### src/rtl/fetch_queue_if.sv
// -----------------------------------------------------------------------------
// fetch_queue_if
// Purpose : bundles the fetch front end's pipeline and instruction-memory
//           signals so the queue and its environment share one port.
// Signals :
//   branch_to_new / branch_pc : redirect request and target from execute
//   stall                     : decode cannot accept the head instruction
//   imem_req / imem_addr      : fetch request and word address
//   imem_gnt                  : memory accepts the request this cycle
//   imem_rvalid / imem_rdata  : in-order read response
//   pc / inst / inst_valid    : head instruction presented to decode
//   queue_count               : FIFO occupancy
// Modports: master = fetch queue, slave = memory/pipeline environment.
// -----------------------------------------------------------------------------
interface fetch_queue_if #(
  parameter int DEPTH = 4
);
  localparam int CW = $clog2(DEPTH) + 1;

  logic          branch_to_new;
  logic [15:0]   branch_pc;
  logic          stall;
  logic          imem_req;
  logic [15:0]   imem_addr;
  logic          imem_gnt;
  logic          imem_rvalid;
  logic [15:0]   imem_rdata;
  logic [15:0]   pc;
  logic [15:0]   inst;
  logic          inst_valid;
  logic [CW-1:0] queue_count;

  modport master (
    input  branch_to_new, branch_pc, stall, imem_gnt, imem_rvalid, imem_rdata,
    output imem_req, imem_addr, pc, inst, inst_valid, queue_count
  );

  modport slave (
    output branch_to_new, branch_pc, stall, imem_gnt, imem_rvalid, imem_rdata,
    input  imem_req, imem_addr, pc, inst, inst_valid, queue_count
  );
endinterface

### src/rtl/fetch_queue.sv
// -----------------------------------------------------------------------------
// fetch_queue
// Purpose : instruction fetch front end. Issues sequential word-addressed
//           fetches with at most one request in flight, buffers returned
//           words with their PCs in a DEPTH-entry FIFO and presents the head
//           entry to decode. A redirect flushes the FIFO and marks any
//           in-flight response for discard.
// Ports   :
//   clk   : system clock, rising edge
//   rst_n : asynchronous reset, ACTIVE-HIGH despite the name (1 = reset)
//   bus   : fetch_queue_if.master (pipeline + instruction memory signals)
// Parameters:
//   DEPTH    : FIFO entries, power of two, >= 2
//   RESET_PC : first fetch address after reset
// -----------------------------------------------------------------------------

// Overflow checker: the issue throttle must make every push find a free slot.
module fetch_queue_chk #(
  parameter int DEPTH = 4
) (
  input logic                     clk,
  input logic                     rst,
  input logic                     push,
  input logic [$clog2(DEPTH):0]   count
);
  localparam int CW = $clog2(DEPTH) + 1;

  a_no_overflow: assert property (
    @(posedge clk) disable iff (rst) !(push && (count == CW'(DEPTH)))
  );
endmodule

module fetch_queue #(
  parameter int          DEPTH    = 4,
  parameter logic [15:0] RESET_PC = 16'h0000
) (
  input logic            clk,
  input logic            rst_n,
  fetch_queue_if.master  bus
);
  localparam int PW = $clog2(DEPTH);
  localparam int CW = PW + 1;

  // Fetch-side state
  logic [15:0]   r_fpc;
  logic [15:0]   r_opc;
  logic          r_outstanding;
  logic          r_discard;

  // FIFO state
  logic [15:0]   r_mem_pc   [DEPTH];
  logic [15:0]   r_mem_inst [DEPTH];
  logic [PW-1:0] r_rd_ptr;
  logic [PW-1:0] r_wr_ptr;
  logic [CW-1:0] r_count;

  // Combinational qualifiers
  logic [CW:0]   w_occ;
  logic          w_room;
  logic          w_req;
  logic          w_fire;
  logic          w_resp;
  logic          w_push;
  logic          w_inst_valid;
  logic          w_pop;
  logic [15:0]   w_head_pc;
  logic [15:0]   w_head_inst;

  // Issue, response and pop qualifiers.
  always_comb begin
    // The in-flight request already owns a slot, so it counts against room.
    // A pop in the same cycle is deliberately not credited.
    w_occ  = {1'b0, r_count} + {{CW{1'b0}}, r_outstanding};
    w_room = (w_occ < (CW+1)'(DEPTH));

    // rst_n is active-high: no request may be shown while reset is held.
    // A new request may go out in the same cycle the previous one returns.
    w_req  = !rst_n && !bus.branch_to_new &&
             (!r_outstanding || bus.imem_rvalid) && w_room;
    w_fire = w_req && bus.imem_gnt;

    // Responses with nothing outstanding (e.g. lost across a reset) are ignored.
    w_resp = bus.imem_rvalid && r_outstanding;

    // A response is queued unless it is stale or arrives with a redirect.
    w_push = w_resp && !r_discard && !bus.branch_to_new;

    w_inst_valid = (r_count != '0) && !bus.branch_to_new;
    w_pop        = w_inst_valid && !bus.stall;
  end

  // Head entry mux: zero when the FIFO is empty.
  always_comb begin
    if (r_count != '0) begin
      w_head_pc   = r_mem_pc[r_rd_ptr];
      w_head_inst = r_mem_inst[r_rd_ptr];
    end else begin
      w_head_pc   = 16'h0000;
      w_head_inst = 16'h0000;
    end
  end

  // Fetch PC, in-flight request and stale-response tracking.
  always_ff @(posedge clk or posedge rst_n) begin
    if (rst_n) begin
      r_fpc         <= RESET_PC;
      r_opc         <= 16'h0000;
      r_outstanding <= 1'b0;
      r_discard     <= 1'b0;
    end else begin
      if (bus.branch_to_new) begin
        r_fpc <= bus.branch_pc;
      end else if (w_fire) begin
        r_fpc <= r_fpc + 16'h0001;
      end

      // A grant in the response cycle keeps one request in flight.
      if (w_fire) begin
        r_outstanding <= 1'b1;
        r_opc         <= r_fpc;
      end else if (w_resp) begin
        r_outstanding <= 1'b0;
      end

      // Set when a redirect leaves a request in flight; cleared by the
      // response it refers to. Repeated redirects keep it set.
      if (bus.branch_to_new && r_outstanding && !bus.imem_rvalid) begin
        r_discard <= 1'b1;
      end else if (w_resp) begin
        r_discard <= 1'b0;
      end
    end
  end

  // FIFO pointers and occupancy; a redirect empties the queue.
  always_ff @(posedge clk or posedge rst_n) begin
    if (rst_n) begin
      r_rd_ptr <= '0;
      r_wr_ptr <= '0;
      r_count  <= '0;
    end else if (bus.branch_to_new) begin
      r_rd_ptr <= '0;
      r_wr_ptr <= '0;
      r_count  <= '0;
    end else begin
      if (w_push) begin
        r_wr_ptr <= r_wr_ptr + PW'(1);
      end
      if (w_pop) begin
        r_rd_ptr <= r_rd_ptr + PW'(1);
      end
      case ({w_push, w_pop})
        2'b10:   r_count <= r_count + CW'(1);
        2'b01:   r_count <= r_count - CW'(1);
        default: r_count <= r_count;
      endcase
    end
  end

  // FIFO storage; contents are only visible through the count-gated head mux.
  always_ff @(posedge clk) begin
    if (w_push) begin
      r_mem_pc[r_wr_ptr]   <= r_opc;
      r_mem_inst[r_wr_ptr] <= bus.imem_rdata;
    end
  end

  assign bus.imem_req    = w_req;
  assign bus.imem_addr   = r_fpc;
  assign bus.inst_valid  = w_inst_valid;
  assign bus.pc          = w_head_pc;
  assign bus.inst        = w_head_inst;
  assign bus.queue_count = r_count;

  fetch_queue_chk #(.DEPTH(DEPTH)) u_chk (
    .clk   (clk),
    .rst   (rst_n),
    .push  (w_push),
    .count (r_count)
  );
endmodule
### src/flat_wrapper.sv
// flat-port wrapper written by rule: the top's interface ports become plain ports
module fetch_queue_flat 
#(
  parameter int          DEPTH    = 4,
  parameter logic [15:0] RESET_PC = 16'h0000
)
  (clk, rst_n, bus_branch_to_new, bus_branch_pc, bus_stall, bus_imem_gnt, bus_imem_rvalid, bus_imem_rdata, bus_imem_req, bus_imem_addr, bus_pc, bus_inst, bus_inst_valid, bus_queue_count);
  fetch_queue_if #(.DEPTH(DEPTH)) bus_i ();
  input logic clk;
  input logic rst_n;
  input wire logic [$bits(bus_i.branch_to_new)-1:0] bus_branch_to_new;
  input wire logic [$bits(bus_i.branch_pc)-1:0] bus_branch_pc;
  input wire logic [$bits(bus_i.stall)-1:0] bus_stall;
  input wire logic [$bits(bus_i.imem_gnt)-1:0] bus_imem_gnt;
  input wire logic [$bits(bus_i.imem_rvalid)-1:0] bus_imem_rvalid;
  input wire logic [$bits(bus_i.imem_rdata)-1:0] bus_imem_rdata;
  output wire logic [$bits(bus_i.imem_req)-1:0] bus_imem_req;
  output wire logic [$bits(bus_i.imem_addr)-1:0] bus_imem_addr;
  output wire logic [$bits(bus_i.pc)-1:0] bus_pc;
  output wire logic [$bits(bus_i.inst)-1:0] bus_inst;
  output wire logic [$bits(bus_i.inst_valid)-1:0] bus_inst_valid;
  output wire logic [$bits(bus_i.queue_count)-1:0] bus_queue_count;
  assign bus_i.branch_to_new = bus_branch_to_new;
  assign bus_i.branch_pc = bus_branch_pc;
  assign bus_i.stall = bus_stall;
  assign bus_i.imem_gnt = bus_imem_gnt;
  assign bus_i.imem_rvalid = bus_imem_rvalid;
  assign bus_i.imem_rdata = bus_imem_rdata;
  assign bus_imem_req = bus_i.imem_req;
  assign bus_imem_addr = bus_i.imem_addr;
  assign bus_pc = bus_i.pc;
  assign bus_inst = bus_i.inst;
  assign bus_inst_valid = bus_i.inst_valid;
  assign bus_queue_count = bus_i.queue_count;
  fetch_queue #(.DEPTH(DEPTH), .RESET_PC(RESET_PC)) u_core (.clk(clk), .rst_n(rst_n), .bus(bus_i));
endmodule
### config.mk
export PLATFORM = sky130hd
export DESIGN_NAME = fetch_queue_flat
export DESIGN_NICKNAME = d
export VERILOG_FILES = /design/src/rtl/fetch_queue_if.sv /design/src/rtl/fetch_queue.sv /design/src/flat_wrapper.sv
export SDC_FILE = /design/constraint.sdc
export NUM_CORES = 1
export LEC_CHECK = 0
export BUFFER_PORTS_ARGS = -buffer_cell sky130_fd_sc_hd__buf_2
export CORE_MARGIN = 2
export CORE_UTILIZATION = 40
export DETAILED_ROUTE_END_ITERATION = 10
export SETUP_SLACK_MARGIN = 0.02
export SYNTH_ARGS = -nofsm -noshare
export SYNTH_HDL_FRONTEND = slang
export SYNTH_SLANG_ARGS = --single-unit
### constraint.sdc
create_clock -name clk -period 2.75 [get_ports clk]
set_input_delay 0.1375 -clock clk [delete_from_list [all_inputs] [get_ports clk]]
set_output_delay 0.1375 -clock clk [all_outputs]
set_load 0.05 [all_outputs]
; ---- After elaboration in Yosys (flattened, before gate mapping)
; Memories as Yosys holds them, arrays and structs flattened.
; Cells that the tools add are included.
; Widths: inputs -> output; s select.
[word_totals]
ramBits = 128
ff_bits = 41
memories = 2
output_inout_bits = 53
word_cells = 58
inputBits = 38
[op_classes]
reduce_logical = 25
magnitude_cmp = 1
muxes = 15
n_eq_ne = 2
add_sub_neg = 6
[mem_list]
columns = name, words, width, read_ports, rd_clocked_by_memory_dff, write_ports, line_no
row1 = u_core.r_mem_inst, 4, 16, 1, 0, 1, fetch_queue.sv:52  ; logic [15:0] r_mem_inst [DEPTH];
row2 = u_core.r_mem_pc, 4, 16, 1, 0, 1, fetch_queue.sv:51  ; logic [15:0] r_mem_pc [DEPTH];
[op_table]
columns = cell, count
row1 = $mux 16, 4
row2 = $add 16x1->16 const B, 1
row3 = $logic_and 1x1->1, 11
row4 = $reduce_bool 2->1, 5
row5 = $mux 2, 4
row6 = $logic_not 1->1, 6
row7 = $pmux 3 s2, 1
row8 = $reduce_bool 3->1, 2
row9 = $mux 1, 5
row10 = $add 2x1->2 const B, 2
row11 = $add 3x1->4, 1
row12 = $lt 4x3->1 const B, 1
row13 = $add 3x1->3 const B, 1
row14 = $mux 3, 1
row15 = $sub 3x1->3 const B, 1
row16 = $eq 2x1->1 const B, 1
row17 = $eq 2x2->1 const B, 1
row18 = $logic_or 1x1->1, 1

; ---- Depth between registers and ports, before layout
; Gate-level depths: netlist of run 1.
[logic_depth]
word_depth = 7
ltp_mapped = 7
depth_no_buf = 6

; ---- Worst setup path before layout of run 1
; Ideal clock, no wire load.
[synth_timing]
path_type = reg-to-reg
start = register u_core.r_count[1], in the netlist u_core.bus.queue_count[1]
end = register u_core.r_fpc[14], in the netlist u_core.bus.imem_addr[14]
path_buffers = 0
slack_ns = 0.032
setup_time_ns = 0.125
t_arrival_ns = 2.594
path_stages_with_launch = 5
period_less_slack_ns = 2.718
t_required_ns = 2.625
path_cell_list = dfrtp_1 a21bo_2 a2111oi_2 nand4_1 mux2_2
[synth_via]
elab_chain_len = 5
[synth_lines]
columns = item, line_no
row1 = "start, declared", fetch_queue.sv:55  ; logic [CW-1:0] r_count;
row2 = "start signal, assigned", fetch_queue.sv:153  ; 2'b10: r_count <= r_count + CW'(1);
row3 = "start signal, assigned", fetch_queue.sv:154  ; 2'b01: r_count <= r_count - CW'(1);
row4 = "start signal, assigned", fetch_queue.sv:155  ; default: r_count <= r_count;
row5 = $add 3x1->4, fetch_queue.sv:73  ; w_occ = {1'b0, r_count} + {{CW{1'b0}}, r_outstanding};
row6 = $lt 4x3->1, fetch_queue.sv:74  ; w_room = (w_occ < (CW+1)'(DEPTH));
row7 = $logic_and 1x1->1, fetch_queue.sv:79  ; (!r_outstanding || bus.imem_rvalid) && w_room;
row8 = named net bus_imem_req, flat_wrapper.sv:17  ; output wire logic [$bits(bus_i.imem_req)-1:0] bus_imem_req;
row9 = $logic_and 1x1->1, fetch_queue.sv:80  ; w_fire = w_req && bus.imem_gnt;
row10 = $reduce_bool 2->1 (no source line), n/a
row11 = "end signal, assigned", fetch_queue.sv:112  ; r_fpc <= bus.branch_pc;
row12 = "end signal, assigned", fetch_queue.sv:114  ; r_fpc <= r_fpc + 16'h0001;
row13 = "end, declared", fetch_queue.sv:45  ; logic [15:0] r_fpc;
; The timed path passes the listed nets, and every way through them passes these cells.
; A chain may end at the register's enable or synchronous reset.

; ---- Final worst setup path of run 1
[layout_timing]
start = register u_core.r_rd_ptr[0]
end = output port bus_pc[3]
[layout_via]
elab_chain_len = 2
[layout_lines]
columns = item, line_no
row1 = "start, declared", fetch_queue.sv:53  ; logic [PW-1:0] r_rd_ptr;
row2 = "start signal, assigned", fetch_queue.sv:150  ; r_rd_ptr <= r_rd_ptr + PW'(1);
row3 = $mem_v2 4x16, n/a
row4 = $mux 16, fetch_queue.sv:94  ; if (r_count != '0) begin
row5 = "end, declared", flat_wrapper.sv:19  ; output wire logic [$bits(bus_i.pc)-1:0] bus_pc;
; Every way passes these cells.

==> results of run 1 <==
[metal layers]
metal / global-route usage [%] / vias to the layer above / wire length (um)
met2: 25.4 / 153 / 6640
met5: 0 / - / 0
met3: 4.15 / 18 / 865
met1: 20.9 / 2061 / 6170
met4: 5.67 / 0 / 182
li1: - / 1953 / -
[state kept, by name, summed over array words and instances, names as in the netlist, 2 cells and up]
| signal | count |
|---|---|
| u_core.r_opc | 16 |
| u_core.bus.imem_addr | 16 |
| u_core.r_mem_inst | 64 |
| u_core.r_wr_ptr | 2 |
| u_core.r_rd_ptr | 2 |
| u_core.r_mem_pc | 64 |
| u_core.bus.queue_count | 3 |
[worst max-delay path, stage by stage, from the launching register on]
cell and delay [ns]:
dfrtp_2 0.64, buf_12 0.28, mux4_2 0.51, nor2b_1 0.17
buf_2 0.24
[area by class of cell]
type | instances | area, um^2
inverter | 11 | 41.3
tap | 225 | 282
sequential | 169 | 4870
fill | 1459 | 8590
clock buffer | 19 | 433
multi-input combinational | 235 | 2030
timing repair buffer | 134 | 871
clock inverter | 12 | 124
[cell usage after synthesis (all sizes together), types with 4 or more instances]
library cell / number
nand3: 8
o21ai: 19
nor3b: 4
a221o: 9
nor4: 7
buf: 10
clkbuf: 14
nor3: 12
nor2: 5
mux2i: 6
and3: 8
dfrtp: 41
nand2: 46
mux2: 6
edfxtp: 128
a21oi: 6
nor2b: 32
ha: 5
nand4: 5
mux4: 32
inv: 11
[repair_timing]
action,in CTS,in global routing
hold buffers,31,0
hold endpoints to repair,80,0
setup buffers,0,0
[kinds of logic (layout without fill, tap and decap cells)]
group                      Yosys count  after routing
muxes                               44             44
DFF                                169            169
and+or+nand+nor                    136            136
AOI/OAI and AO/OA                   46             46
xor gates and xnor gates             3              3
adders and majority gates            6              6
buffers and inverters               35            176
[stage by stage]
stage | setup WS, ns | std cells | utilization, %
after floorplan | 0.0317 | 439 | -
after global placement | 0.594 | 743 | 45.2
after detailed placement | 0.553 | 743 | 45.2
after CTS | 0.272 | 805 | 50.2
after global routing | 0.193 | 805 | 50.2
final | 0.338 | 805 | 50.2
[worst paths after layout]
kind	from	to	cells past startpoint
max	u_core.r_rd_ptr[0]$_DFFE_PP0P_	bus_pc[3]	4
min	rst_n	u_core.bus.queue_count[2]$_DFFE_PP0P_	2
max reg2reg	u_core.bus.queue_count[2]$_DFFE_PP0P_	u_core.bus.imem_addr[2]$_DFFE_PP0P_	5
min reg2reg	u_core.r_opc[8]$_DFFE_PP0P_	u_core.r_mem_pc[3][8]$_DFFE_PP_	0
max in group asynchronous	rst_n	u_core.bus.imem_addr[12]$_DFFE_PP0P_	3
min in group clk	bus_branch_pc[15]	u_core.bus.imem_addr[15]$_DFFE_PP0P_	3
[power by group through the flow]
stage	Clock, mW	Sequential, mW	Combinational, mW
finish	2.25	3.09	1.02
global placement	0	3.13	0.995
floorplan	0	3.18	0.667
detailed placement	0	3.15	1.01
CTS	2.29	3.10	1.04
global route	2.40	3.12	1.11
==> metrics.md, run 1 <==
| Metric | Value |
|---|---|
| Vias | 4185 |
| Hold Crit Class | in -> async |
| Worst Path Max Fanout | 22 |
| Synth area leader | edfxtp_1 |
| Number of synthesized flops with an enable pin | 128 |
| Final period utilization | 87.7% |
| Share of cells above drive strength 1 | between 30% and 40% |
| Vias in the first global route | 4276 |
| Slew Viols, Final | 0 |
| Arrival time at the worst endpoint | about 2.3 ns |
| Simple-Gate Fraction of Synth Area | 10.3% |
| Detailed placement HPWL | 8620 um |
| Hold Fails Final Rpt | 0 |
| Asr flop ratio synth | 24.3% |
| CTS tree | done |
| Diode count | 0 |
| Required time of the critical path | 2.61 ns |
| Commonest non-fill, non-tap cell in the layout | edfxtp_1 |
| Commonest cells after routing, fill and taps aside | edfxtp_1, buf_2, nand2_1 |
| Overall power | 6.36 mW |
| Outcome | finished clean |
| IR drop worst, VDD | 447 uV |
| Seq/Total Area, Yosys | 69.1% |
| Adder-cell share of the synthesized area | 1.17% |
| H-Tree Depth | 4 |
| PwrDens | 736 nW/um^2 |
| Post-Synth XOR/XNOR Area | 0.373% |
| DRT iter0 DRCs | about 240 |
| Routed Wire Length | roughly 14000 um |
| Final ANT Viol Nets | 0 |
| Final min period | 2.41 ns |
| Leak | 3.21 nW |
| Clock share of power | 35.3% |
| Post-synthesis mux area share | between 10% and 20% |
| Drc violations | 0 |
| CP endpoint kind | output port |
| Placer Congestion | between 0.8 and 0.9 |
| Number of synthesis warnings | 0 |
| Dpl cell area | 7780 um^2 |
| Synth area leaders | edfxtp_1, dfrtp_1, mux4_2 |
| Yosys cell types | 45 |
| # Max-Cap Violations | 0 |
| Routed len/inst | ~17 um |
| Port bufs | 90 |
| Later-pin clock latency in the skew report | 0.43 ns |
| Yosys top cell area share | a little over half |
| Largest family of logic cells by synthesized area | multiplexers |
| Slew headroom | slightly below 30% |
| Synth Instances | 439 |
| Layout Skew | 0.00567 ns |
| Internal power | 4.59 mW |
| Drt pass-1 iters | 6 |
| Slack of the worst reg-to-reg path | 0.53 ns |
| Sink Count | 169 |
| Sum Neg Setup Slack | 0 ns |
| Longest Clk Path Bufs | 2 |
| Post-Syn Area | between 7000 and 8000 um^2 |
| Final Cell Area | 8650 um^2 |
| Comb pwr share | 16.1% |
| Boundary Pins | 91 |
| Syn Area/Cell | 16.0 um^2 |
| Final setup vio count | 0 |
| Top FF cell, synth | edfxtp_1 |
| GRT Overall Usage | ~16% |
| Via-to-Cell Ratio | 5.20 |
| Area fraction in compound gates after synthesis | 4.72% |
| Clock Root Buffer | clkbuf_16 |
| Core Region | 17200 um^2 |
| Fin nets | 612 |
| Largest net degree at the start of global routing | 42 |
| Worst Setup Path Type | reg -> out |
| Clk slew on worst S/H paths | 0.06 ns |
| GRT overflow | 0 |
| Cts repair resizes | 0 |
| Num CTS Buffers | 17 |
| Sw Pwr | between 1.5 and 2 mW |
| Number of cell rows | 48 |
| Worst slew pin tran | 1.06 ns |
| Initial antenna violation count | 0 |
| Sw frac | 27.9% |
| Seq cells post-synth | 169 |
| Die X | between 100 and 150 um |
| Crit path launch type | register |
| Die ar. | approximately 19000 um^2 |
| Layout area overhead | 22.8% |
| RSZ-0062 raised after global routing | no |
| Die Span Y | 137 um |
| Max Clock Freq | 415 MHz |
| Smallest hold slack | around 0.023 ns |
| First-pass GRT wire length | roughly 22000 um |
| Mapped Nets | 483 |
| Seq pwr share | 48.6% |
| Initial Utilization | 40.9% |
No activity file was read; power rests on OpenSTA's default activity.
==> run 2, diff against run 1 <==
BUFFER_PORTS_ARGS = default   (was -buffer_cell sky130_fd_sc_hd__buf_2)
DONT_BUFFER_PORTS = 1   (was default)
==> metrics.md, run 2 (synthesis results as in run 1) <==
| Metric | Value |
|---|---|
| Routed met2 length | 6900 um |
| Later-pin clock latency in the skew report | around 0.42 ns |
| Drt pass-1 iters | 4 |
| Outcome | finished clean |
| Die Span Y | approximately 140 um |
| Vias | 4074 |
| Vias in the first global route | between 4000 and 5000 |
| Sw Pwr | 1.77 mW |
| Routed len/inst | 18.4 um |
| Largest registers | u_core.r_mem_inst x64, u_core.r_mem_pc x64 |
| Diode count | 0 |
| H-Tree Depth | 4 |
| Worst Path Max Fanout | 5 |
| Layout Skew | 0.00765 ns |
| Final ANT Viol Nets | 0 |
| Clock share of power | 36.1% |
| Hold Crit Class | in -> reg |
| Share of cells above drive strength 1 | roughly 25% |
| Slew Viols, Final | 0 |
| Hold Fails Final Rpt | 0 |
| Core Util, Final | between 50% and 60% |
| Routed Wire Length | 14100 um |
| Arrival time at the worst endpoint | 2.82 ns |
| Worst R2R Path Depth | 6 |
| GRT overflow | 0 |
| Clock Root Buffer | clkbuf_16 |
| Final setup vio count | 0 |
| Leak | 3.07 nW |
| Internal power | 4.72 mW |
| Initial antenna violation count | 0 |
| Comb pwr share | 15.8% |
| Initial Utilization | 40.9% |
| Number of cell rows | 48 |
| Worst Setup Path Type | reg -> reg |
| Required time of the critical path | 3.06 ns |
| Die X | 137 um |
| Smallest hold slack | 0.0210 ns |
| Wire length on met1 | 5960 um |
| Min-Delay Startpoint | bus_branch_to_new |
| R2r endpoint | u_core.bus.imem_addr[14]$_DFFE_PP0P_ |
| Layout area overhead | 22.7% |
| Detail Route met3 WL | 1010 um |
| Commonest cells after routing, fill and taps aside | edfxtp_1, buf_4, nand2_1 |
| Sw frac | between 20% and 30% |
| GRT Overall Usage | 16.3% |
| Sum Neg Setup Slack | 0 ns |
| PwrDens | 752 nW/um^2 |
| Via-to-Cell Ratio | 5.31 |
| Seq pwr share | between 40% and 50% |
| Boundary Pins | 91 |
| Core Region | between 15000 and 20000 um^2 |
| Fin nets | 574 |
| Sink Count | 169 |
| Max Clock Freq | about 400 MHz |
| Cell depth of the worst min-delay path | 2 |
| RSZ-0062 raised after global routing | no |
| Detailed placement HPWL | 8420 um |
| CP Launch Point | u_core.bus.imem_addr[1]$_DFFE_PP0P_ |
| DR top layer | met4 |
| Commonest non-fill, non-tap cell in the layout | edfxtp_1 |
| Crit path launch type | register |
| First-pass GRT wire length | 22300 um |
| Placer Congestion | 0.799 |
| Hold endpoint | u_core.bus.imem_addr[13]$_DFFE_PP0P_ |
| Port bufs | 0 |
| Drc violations | 0 |
| Overall power | 6.50 mW |
| Final min period | 2.51 ns |
| # Max-Cap Violations | 0 |
| CTS tree | done |
| DRT iter0 DRCs | 206 |
| Slew headroom | a little over a fifth |
| Die ar. | 18700 um^2 |
| Clk slew on worst S/H paths | 0.06 ns |
| CP endpoint kind | register |
| Worst slew pin tran | 1.18 ns |
| Largest net degree at the start of global routing | 42 |
| Num CTS Buffers | 17 |
| Final period utilization | 91.1% |
| Slack of the worst reg-to-reg path | 0.24 ns |
| Longest Clk Path Bufs | 2 |
| IR drop worst, VDD | 495 uV |
| FF-to-FF Start | u_core.bus.imem_addr[1]$_DFFE_PP0P_ |
[run 2: cell count changes in the layout (fill, tap and decap cells not counted), sizes merged]
| cell | before | now |
|---|---|---|
| clkinv | 6 | 5 |
| inv | 14 | 12 |
| clkinvlp | 1 | 2 |
| buf | 103 | 57 |
| clkbuf | 19 | 20 |
| bufinv | 2 | 3 |
| dlygate4sd3 | 31 | 39 |
[run 2: layout make-up]
cell class	count	area [um^2]
flip-flops and latches	169	4870
repair buffers	96	831
multi-input cells	235	2030
inverters	11	41.3
fillers	1480	8590
clock inverters	11	148
well taps	225	282
clock buffers	20	437
[run 2: worst max path at each step]
stage                                                       to  slack, ns  cells after the start
after floorplan           u_core.bus.imem_addr[14]$_DFFE_PP0P_       0.03                      4
after global placement     u_core.bus.imem_addr[8]$_DFFE_PP0P_       0.56                      5
after CTS                 u_core.bus.imem_addr[14]$_DFFE_PP0P_       0.11                      5
final                     u_core.bus.imem_addr[14]$_DFFE_PP0P_       0.24                      6
after global routing                                 bus_pc[5]       0.12                      4
after detailed placement   u_core.bus.imem_addr[8]$_DFFE_PP0P_       0.49                      5
[run 2: power by group through the flow]
stage          clock network (mW)  registers, mW  logic, mW
6_report                     2.34           3.13       1.03
3_3_place_gp                    0           3.16      0.965
4_1_cts                      2.39           3.13       1.04
2_1_floorplan                   0           3.18      0.667
5_1_grt                      2.50           3.15       1.11
3_5_place_dp                    0           3.18      0.978
[run 2: what timing repair did]
item                                   4_1_cts  5_1_grt
buffers inserted                             0        0
gates resized for setup                      0        3
setup endpoints to repair                    0        1
endpoints found under the hold margin      104        0
hold buffers                                39        0
[run 2: per-layer routing]
metal	global-route usage, %	vias up
li1	-	1878
met2	26.7	144
met3	5.89	17
met1	19.8	2035
met5	0	-
met4	5.96	0
[run 2: per-stage QoR]
step                      setup WS (ns)  area [um^2]  std cells
after floorplan                  0.0317         7050        439
after global placement            0.558         7660        697
after detailed placement          0.494         7660        697
after CTS                         0.113         8640        767
after global routing              0.121         8640        767
final                             0.243         8640        767
[run 2: worst max-delay path, cell delays in order (launching register included)]
cell and delay (ns):
dfrtp_2 0.54, ha_1 0.30, nand4_1 0.21, nor4_1 0.35, nand4_1 0.13, dlygate4sd3_1 0.60
mux2_2 0.27
